===== src/rtl/operand_fetch_sequencer_if.sv =====
// Signal bundle between the instruction controller / ALU and the operand fetch sequencer.
// The slave modport is the sequencer's view; the master modport drives it.
interface operand_fetch_sequencer_if #(
    parameter int DATA_W = 16,
    parameter int ADDR_W = 3
);
    logic              start;
    logic [ADDR_W-1:0] rn;
    logic [ADDR_W-1:0] rm;
    logic [ADDR_W-1:0] rd;
    logic [1:0]        shift;
    logic              asel;
    logic              bsel;
    logic [DATA_W-1:0] imm;
    logic              ext_we;
    logic [ADDR_W-1:0] ext_addr;
    logic [DATA_W-1:0] ext_data;
    logic [DATA_W-1:0] alu_result;
    logic              alu_zero;
    logic [DATA_W-1:0] Ain;
    logic [DATA_W-1:0] Bin;
    logic [DATA_W-1:0] c_out;
    logic              z_out;
    logic              busy;
    logic              done;
    logic [ADDR_W-1:0] dbg_addr;
    logic [DATA_W-1:0] dbg_data;

    modport slave (
        input  start, rn, rm, rd, shift, asel, bsel, imm,
        input  ext_we, ext_addr, ext_data, alu_result, alu_zero, dbg_addr,
        output Ain, Bin, c_out, z_out, busy, done, dbg_data
    );

    modport master (
        output start, rn, rm, rd, shift, asel, bsel, imm,
        output ext_we, ext_addr, ext_data, alu_result, alu_zero, dbg_addr,
        input  Ain, Bin, c_out, z_out, busy, done, dbg_data
    );
endinterface


===== src/rtl/operand_fetch_sequencer.sv =====
// Multi-cycle operand fetch / write-back stage around a combinational ALU:
// reads A and B from an 8-entry register file, captures C/Z, writes C back to Rd.
module operand_fetch_sequencer #(
    parameter int DATA_W = 16,
    parameter int ADDR_W = 3
) (
    input logic                     clk,
    input logic                     reset,
    operand_fetch_sequencer_if.slave bus
);
    localparam int NREG = 2 ** ADDR_W;

    typedef enum logic [2:0] {IDLE, RD_A, RD_B, EXEC, WB} state_t;

    state_t            state, state_nxt;
    logic [DATA_W-1:0] regs [NREG];
    logic [DATA_W-1:0] a_q, b_q, c_q;
    logic              z_q, done_q;
    logic              accept;

    logic [ADDR_W-1:0] rn_l, rm_l, rd_l;
    logic [1:0]        shift_l;
    logic              asel_l, bsel_l;
    logic [DATA_W-1:0] imm_l;

    function automatic logic [DATA_W-1:0] shift_op(input logic [DATA_W-1:0] v,
                                                    input logic [1:0] sh);
        logic signed [DATA_W-1:0] sv;
        logic [DATA_W-1:0]        r;
        sv = v;
        case (sh)
            2'b01:   r = {v[DATA_W-2:0], 1'b0};
            2'b10:   r = {1'b0, v[DATA_W-1:1]};
            2'b11:   r = $unsigned(sv >>> 1);
            default: r = v;
        endcase
        return r;
    endfunction

    assign accept = (state == IDLE) && bus.start;

    always_ff @(posedge clk or posedge reset) begin
        if (reset) state <= IDLE;
        else       state <= state_nxt;
    end

    always_comb begin
        state_nxt = state;
        case (state)
            IDLE:    if (bus.start) state_nxt = RD_A;
            RD_A:    state_nxt = RD_B;
            RD_B:    state_nxt = EXEC;
            EXEC:    state_nxt = WB;
            WB:      state_nxt = IDLE;
            default: state_nxt = IDLE;
        endcase
    end

    // Operand fields are captured once per operation; later input changes are ignored.
    always_ff @(posedge clk) begin
        if (accept) begin
            rn_l    <= bus.rn;
            rm_l    <= bus.rm;
            rd_l    <= bus.rd;
            shift_l <= bus.shift;
            asel_l  <= bus.asel;
            bsel_l  <= bus.bsel;
            imm_l   <= bus.imm;
        end
    end

    always_ff @(posedge clk or posedge reset) begin
        if (reset) begin
            for (int i = 0; i < NREG; i++) regs[i] <= '0;
            a_q    <= '0;
            b_q    <= '0;
            c_q    <= '0;
            z_q    <= 1'b0;
            done_q <= 1'b0;
        end else begin
            done_q <= (state == WB);
            case (state)
                IDLE: if (bus.ext_we) regs[bus.ext_addr] <= bus.ext_data;
                RD_A: a_q <= asel_l ? '0 : regs[rn_l];
                RD_B: b_q <= bsel_l ? imm_l : shift_op(regs[rm_l], shift_l);
                EXEC: begin
                    c_q <= bus.alu_result;
                    z_q <= bus.alu_zero;
                end
                WB:   regs[rd_l] <= c_q;
                default: ;
            endcase
        end
    end

    assign bus.Ain      = a_q;
    assign bus.Bin      = b_q;
    assign bus.c_out    = c_q;
    assign bus.z_out    = z_q;
    assign bus.busy     = (state != IDLE);
    assign bus.done     = done_q;
    assign bus.dbg_data = regs[bus.dbg_addr];
endmodule


===== src/flat_wrapper.sv =====
// flat-port wrapper written by rule: the top's interface ports become plain ports
module operand_fetch_sequencer_flat 
#(
    parameter int DATA_W = 16,
    parameter int ADDR_W = 3
)
  (clk, reset, bus_start, bus_rn, bus_rm, bus_rd, bus_shift, bus_asel, bus_bsel, bus_imm, bus_ext_we, bus_ext_addr, bus_ext_data, bus_alu_result, bus_alu_zero, bus_dbg_addr, bus_Ain, bus_Bin, bus_c_out, bus_z_out, bus_busy, bus_done, bus_dbg_data);
  operand_fetch_sequencer_if #(.DATA_W(DATA_W), .ADDR_W(ADDR_W)) bus_i ();
  input logic clk;
  input logic reset;
  input wire logic [$bits(bus_i.start)-1:0] bus_start;
  input wire logic [$bits(bus_i.rn)-1:0] bus_rn;
  input wire logic [$bits(bus_i.rm)-1:0] bus_rm;
  input wire logic [$bits(bus_i.rd)-1:0] bus_rd;
  input wire logic [$bits(bus_i.shift)-1:0] bus_shift;
  input wire logic [$bits(bus_i.asel)-1:0] bus_asel;
  input wire logic [$bits(bus_i.bsel)-1:0] bus_bsel;
  input wire logic [$bits(bus_i.imm)-1:0] bus_imm;
  input wire logic [$bits(bus_i.ext_we)-1:0] bus_ext_we;
  input wire logic [$bits(bus_i.ext_addr)-1:0] bus_ext_addr;
  input wire logic [$bits(bus_i.ext_data)-1:0] bus_ext_data;
  input wire logic [$bits(bus_i.alu_result)-1:0] bus_alu_result;
  input wire logic [$bits(bus_i.alu_zero)-1:0] bus_alu_zero;
  input wire logic [$bits(bus_i.dbg_addr)-1:0] bus_dbg_addr;
  output wire logic [$bits(bus_i.Ain)-1:0] bus_Ain;
  output wire logic [$bits(bus_i.Bin)-1:0] bus_Bin;
  output wire logic [$bits(bus_i.c_out)-1:0] bus_c_out;
  output wire logic [$bits(bus_i.z_out)-1:0] bus_z_out;
  output wire logic [$bits(bus_i.busy)-1:0] bus_busy;
  output wire logic [$bits(bus_i.done)-1:0] bus_done;
  output wire logic [$bits(bus_i.dbg_data)-1:0] bus_dbg_data;
  assign bus_i.start = bus_start;
  assign bus_i.rn = bus_rn;
  assign bus_i.rm = bus_rm;
  assign bus_i.rd = bus_rd;
  assign bus_i.shift = bus_shift;
  assign bus_i.asel = bus_asel;
  assign bus_i.bsel = bus_bsel;
  assign bus_i.imm = bus_imm;
  assign bus_i.ext_we = bus_ext_we;
  assign bus_i.ext_addr = bus_ext_addr;
  assign bus_i.ext_data = bus_ext_data;
  assign bus_i.alu_result = bus_alu_result;
  assign bus_i.alu_zero = bus_alu_zero;
  assign bus_i.dbg_addr = bus_dbg_addr;
  assign bus_Ain = bus_i.Ain;
  assign bus_Bin = bus_i.Bin;
  assign bus_c_out = bus_i.c_out;
  assign bus_z_out = bus_i.z_out;
  assign bus_busy = bus_i.busy;
  assign bus_done = bus_i.done;
  assign bus_dbg_data = bus_i.dbg_data;
  operand_fetch_sequencer #(.DATA_W(DATA_W), .ADDR_W(ADDR_W)) u_core (.clk(clk), .reset(reset), .bus(bus_i));
endmodule

===== config.mk =====
export PLATFORM = sky130hd
export DESIGN_NAME = operand_fetch_sequencer_flat
export DESIGN_NICKNAME = d
export VERILOG_FILES = /design/src/rtl/operand_fetch_sequencer_if.sv /design/src/rtl/operand_fetch_sequencer.sv /design/src/flat_wrapper.sv
export SDC_FILE = /design/constraint.sdc
export NUM_CORES = 1
export LEC_CHECK = 0
export BUFFER_PORTS_ARGS = -buffer_cell sky130_fd_sc_hd__buf_2
export CORE_UTILIZATION = 60
export DETAILED_ROUTE_END_ITERATION = 8
export GPL_ROUTABILITY_DRIVEN = 0
export PLACE_DENSITY_LB_ADDON = 0.05
export RECOVER_POWER = 25
export SYNTH_ARGS = -nofsm -noshare
export SYNTH_HDL_FRONTEND = slang
export SYNTH_SLANG_ARGS = --single-unit
export TNS_END_PERCENT = 100

===== constraint.sdc =====
create_clock -name clk -period 5.9 [get_ports clk]
set_input_delay 0.295 -clock clk [delete_from_list [all_inputs] [get_ports clk]]
set_output_delay 0.295 -clock clk [all_outputs]
set_load 0.01 [all_outputs]

; ---- After elaboration in Yosys (flattened, before gate mapping)
; Cells that the tools add are included.
[totals]
reg_bits = 210
inputBits = 72
[op_classes]
n_eq_ne = 9
n_reduce_logical = 7
n_lt_le_gt_ge = 7
muxes = 22
n_bitwise = 5
[ops]
columns = operator, count
row1 = bitwise mux 128 bit, 2
row2 = one-hot mux 128 bit (2 select lines), 1
row3 = two-way mux 16 bit, 10
row4 = binary-select mux 16 bit (select 3 bit), 3
row5 = two-way mux 128 bit, 1
row6 = demux 16 bit (select 3 bit), 2
row7 = one-hot mux 16 bit (3 select lines), 1
row8 = ">= comparator 4 bit, second input constant", 5
row9 = NOT 3 -> 4 bit, 5
row10 = one-hot mux 3 bit (4 select lines), 1
row11 = "less-than comparator 4 x 1 -> 1 bit, second input constant", 2
row12 = "equality test 3 x 2 -> 1 bit, second input constant", 2
row13 = "equality test 2 bit, second input constant", 2
row14 = "!= test 2 bit, second input constant", 2
row15 = "equality test 3 x 1 -> 1 bit, second input constant", 1
row16 = "equality test 3 bit, second input constant", 1
row17 = logical AND 1 bit, 3
row18 = zero test 3 bit, 1
row19 = two-way mux 3 bit, 1
row20 = nonzero test 3 bit, 1
row21 = "equality test 2 x 1 -> 1 bit, second input constant", 1
row22 = AND reduction 2 bit, 1
row23 = nonzero test 2 bit, 1

; ---- Logic depth before layout (Yosys ltp)
[logic_depth]
depth_word = 8
mapped_depth = 9
mapped_depth_nobuf = 5

; ---- Worst setup path before layout
; OpenSTA, ideal clock, no wires.
[synth_path]
path_type = register to register
startpoint = register u_core.state[2]
endpoint = register u_core.asel_l, enable pin
path_buffers = 1
setup_ns = 0.389
path_slack_ns = 3.847
path_stages_with_launch = 4
arrival_time_ns = 1.664
required_time_ns = 5.511
path_cell_list = dfrtp_1 -> buf_4 -> nor3_2 -> and2_1
[synth_between]
elab_chain_len = 2
[synth_rtl]
columns = item, line
row1 = from (decl), operand_fetch_sequencer.sv:15  ; state_t state, state_nxt;
row2 = from (signal assigned), operand_fetch_sequencer.sv:44  ; else state <= state_nxt;
row3 = zero test 3 bit, operand_fetch_sequencer.sv:40  ; assign accept = (state == IDLE) && bus.start;
row4 = logical AND 1 bit, operand_fetch_sequencer.sv:40
row5 = net u_core.accept, operand_fetch_sequencer.sv:19  ; logic accept;
row6 = to (signal assigned), operand_fetch_sequencer.sv:66  ; asel_l <= bus.asel;
row7 = to (decl), operand_fetch_sequencer.sv:23  ; logic asel_l, bsel_l;
; The timed path passes the listed nets, and every way through them passes these cells.
; A chain may end at the register's enable or synchronous reset.

==> run summary <==
Post-synth EDFFs - 29
final worst-path cycle share - 55.2%
CP Data Arrival Time - 3.83 ns
aggregate negative setup slack - 0 ns
DPL Wire Length - 25,200 µm
CTS Root Cell - clkbuf_16
initial antenna violation count - 1
Hold Path Depth - 3
layout cells sized above 1 - 23.1%
synthesis-to-finish area growth - 13.5%
CTS Buffer Depth - 3
die height - 147 µm
CP max FO - 79
worst-skew pair later-pin latency - 0.53 ns
drt via density - 6.95
num ports - 139
Pwr Total - 7.13 mW
Die X - 147 µm
Min-Delay Path Class - in2reg
synth top area cells - dfrtp_1 (36%), mux4_2 (12%), a32oi_1 (8.0%)
syn_nets - 1,256
Worst R2R End - u_core.regs[9]
WHS Endpoint - u_core.state[0]
Post-DP Area - 0.0131 mm²
RSZ-0062 raised after global routing - no
Starting DRT DRC Count - 1,398
initial core utilization - 61.7%
pre-CTS WS - 3.21 ns
NumNets Final - 1,334
CTS tree - built
Final Skew - 0.0228 ns
largest net degree at the start of global routing - 80
Seq/Total Area, Yosys - 42.8%
clk slew on worst S/H paths - 0.06 ns
final wirelength - 39,600 µm
mapped cell area - 0.0126 mm²
CTS buffer count - 24
Final Setup Violations - 0
Critical Path Source Type - primary input
top post-synthesis cells by count - dfrtp_1 (181), nor2_1 (119), a32oi_1 (115), a21oi_1 (112), nand2_1 (87)
grt ovf - 0
Synth Area in Adders - 0%
Routed Antenna Nets - 0
mux share of post-synthesis cell area - 21.3%
Final Core Density - 70.1%
global-route wire length before repair - 60,500 µm
fraction of registers with async set or reset after synthesis - 86.2%
Pwr Density - 499 mW/mm²
routed via count - 10,800
post-route cell area - 0.0143 mm²
max-slew violation count - 80
fin cells - 1,550
die area - 0.0216 mm²
Final WS setup - 2.65 ns
worst path required time - 6.47 ns
flops & latches, synth - 210
average wire per standard cell - 25.5 µm
drt drc - 0
status - finished with violations
Post-Syn Instances - 1,184
FF-to-FF Start - u_core.rd_l[1]
Synth Flop Type - dfrtp_1
dpl cells - 1,459
total leakage power - 5.81 nW
Port Buffer Count - 138
n_diodes - 0
Avg Inst Size Synth - 10.7 µm²
min-delay src - bus_start
Worst VDD drop - 337 µV
post-synth top area cell - dfrtp_1
Yosys cell types - 49
simple-gate portion of the synthesized area - 12.0%
postcts setup bufs - 0
Synth warnings - 0
GRT Util Overall - 37.0%
WS Path Type - in2async
reg2reg setup slack - 3.10 ns
Slew @ Worst Pin - 3.52 ns
Setup crit end kind - async pin
vias in the first global route - 10,200
failing checks - max-capacitance violations, max-slew violations
post-synth top area share - 35.9%
Hold Slack - 0.114 ns
Pre-antenna DRT Iters - 7
Rel. slew slack - -136%
fin crit period - 3.25 ns
post-synthesis compound-gate area fraction - 17.7%
most frequent cell after synthesis - dfrtp_1
H-tree levels - 1
CTS sink count - 210
r2r worst-path depth - 4
MaxCap Viol Count - 1
largest family of logic cells by synthesized area - multiplexers
Core ar. - 0.0204 mm²
final hold vios - 0
Rows - 52
xor/xnor share of the synthesized area - 0.0694%
Highest Clock Rate - 0.307 GHz
==> placed cells by master, fill, tap and decap left out, drive strengths merged <==
cell type,instances
a32o,8
nor3b,7
nor2,119
xnor2,1
a32oi,115
bufinv,2
nor3,3
a31oi,4
dfrtp,181
nand3,48
nand2,87
mux4,72
or2,1
a221o,1
clkbuf,51
or3,1
a2bb2oi,1
clkinv,7
or3b,2
mux2i,64
a21oi,112
dlygate4sd3,47
mux2,37
nor2b,5
edfxtp,29
nor4b,1
and3,5
a41oi,10
a221oi,1
clkinvlp,2
and3b,6
and2,18
o41ai,1
a22oi,24
inv,2
nand4,1
o21ai,47
nand3b,15
buf,142
==> worst max-delay path by stage <==
| stage | from | end | slack, ns |
|---|---|---|---|
| after global routing | reset | u_core.regs[42] | 2.02 |
| after detailed placement | bus_ext_addr[1] | u_core.regs[89] | 3.21 |
| after global placement | bus_ext_addr[1] | u_core.regs[84] | 3.28 |
| after floorplan | reset | u_core.bus.Ain[0] | 0.69 |
| final | reset | u_core.regs[126] | 2.65 |
| after CTS | u_core.rd_l[1] | u_core.regs[13] | 3.23 |
==> routing by layer <==
metal	global-route usage, %	part of all wire (%)	up-vias
li1	-	-	4682
met1	52.8	40	5250
met2	54.6	43	732
met3	11.3	13	113
met4	11.5	3.3	0
met5	0	0	-
==> where the power goes <==
part           switching (mW)  internal, mW  total (mW)
registers               0.686          2.12        2.80
clock network           0.594         0.900        1.49
logic                    1.54          1.30        2.84
==> worst max-delay path, cell delays in order <==
cell and delay (ns):
dlygate4sd3_1 0.53, buf_2 0.12, clkinvlp_2 1.97, buf_4 0.83
==> kinds of logic after synthesis <==
| kind of cell | count (synthesis) |
|---|---|
| compound gates | 324 |
| xor+xnor | 1 |
| buf+inv | 157 |
| flops | 210 |
| mux | 173 |
| simple gates | 319 |
==> what timing repair did <==
| item | in CTS | in global routing |
|---|---|---|
| resized for setup | 0 | 0 |
| hold buffers | 47 | 0 |
| hold endpoints to repair | 123 | 0 |
==> flip-flops by register name, indices dropped and copies added, names as in the netlist, 2 cells and up <==
name / count
u_core.regs: 128
u_core.shift_l: 2
u_core.bus.Bin: 16
u_core.rd_l: 3
u_core.bus.Ain: 16
u_core.state: 3
u_core.rm_l: 3
u_core.imm_l: 16
u_core.bus.c_out: 16
u_core.rn_l: 3
==> cell type report <==
| cell class | instances | area [µm²] |
|---|---|---|
| multi-input cells | 817 | 6470 |
| well taps | 270 | 338 |
| fillers | 1561 | 6120 |
| flip-flops and latches | 210 | 5400 |
| repair buffers | 205 | 1290 |
| inverters | 4 | 18.8 |
| clock inverters | 9 | 95.1 |
| clock buffers | 35 | 693 |
No activity file was read; power rests on OpenSTA's default activity.
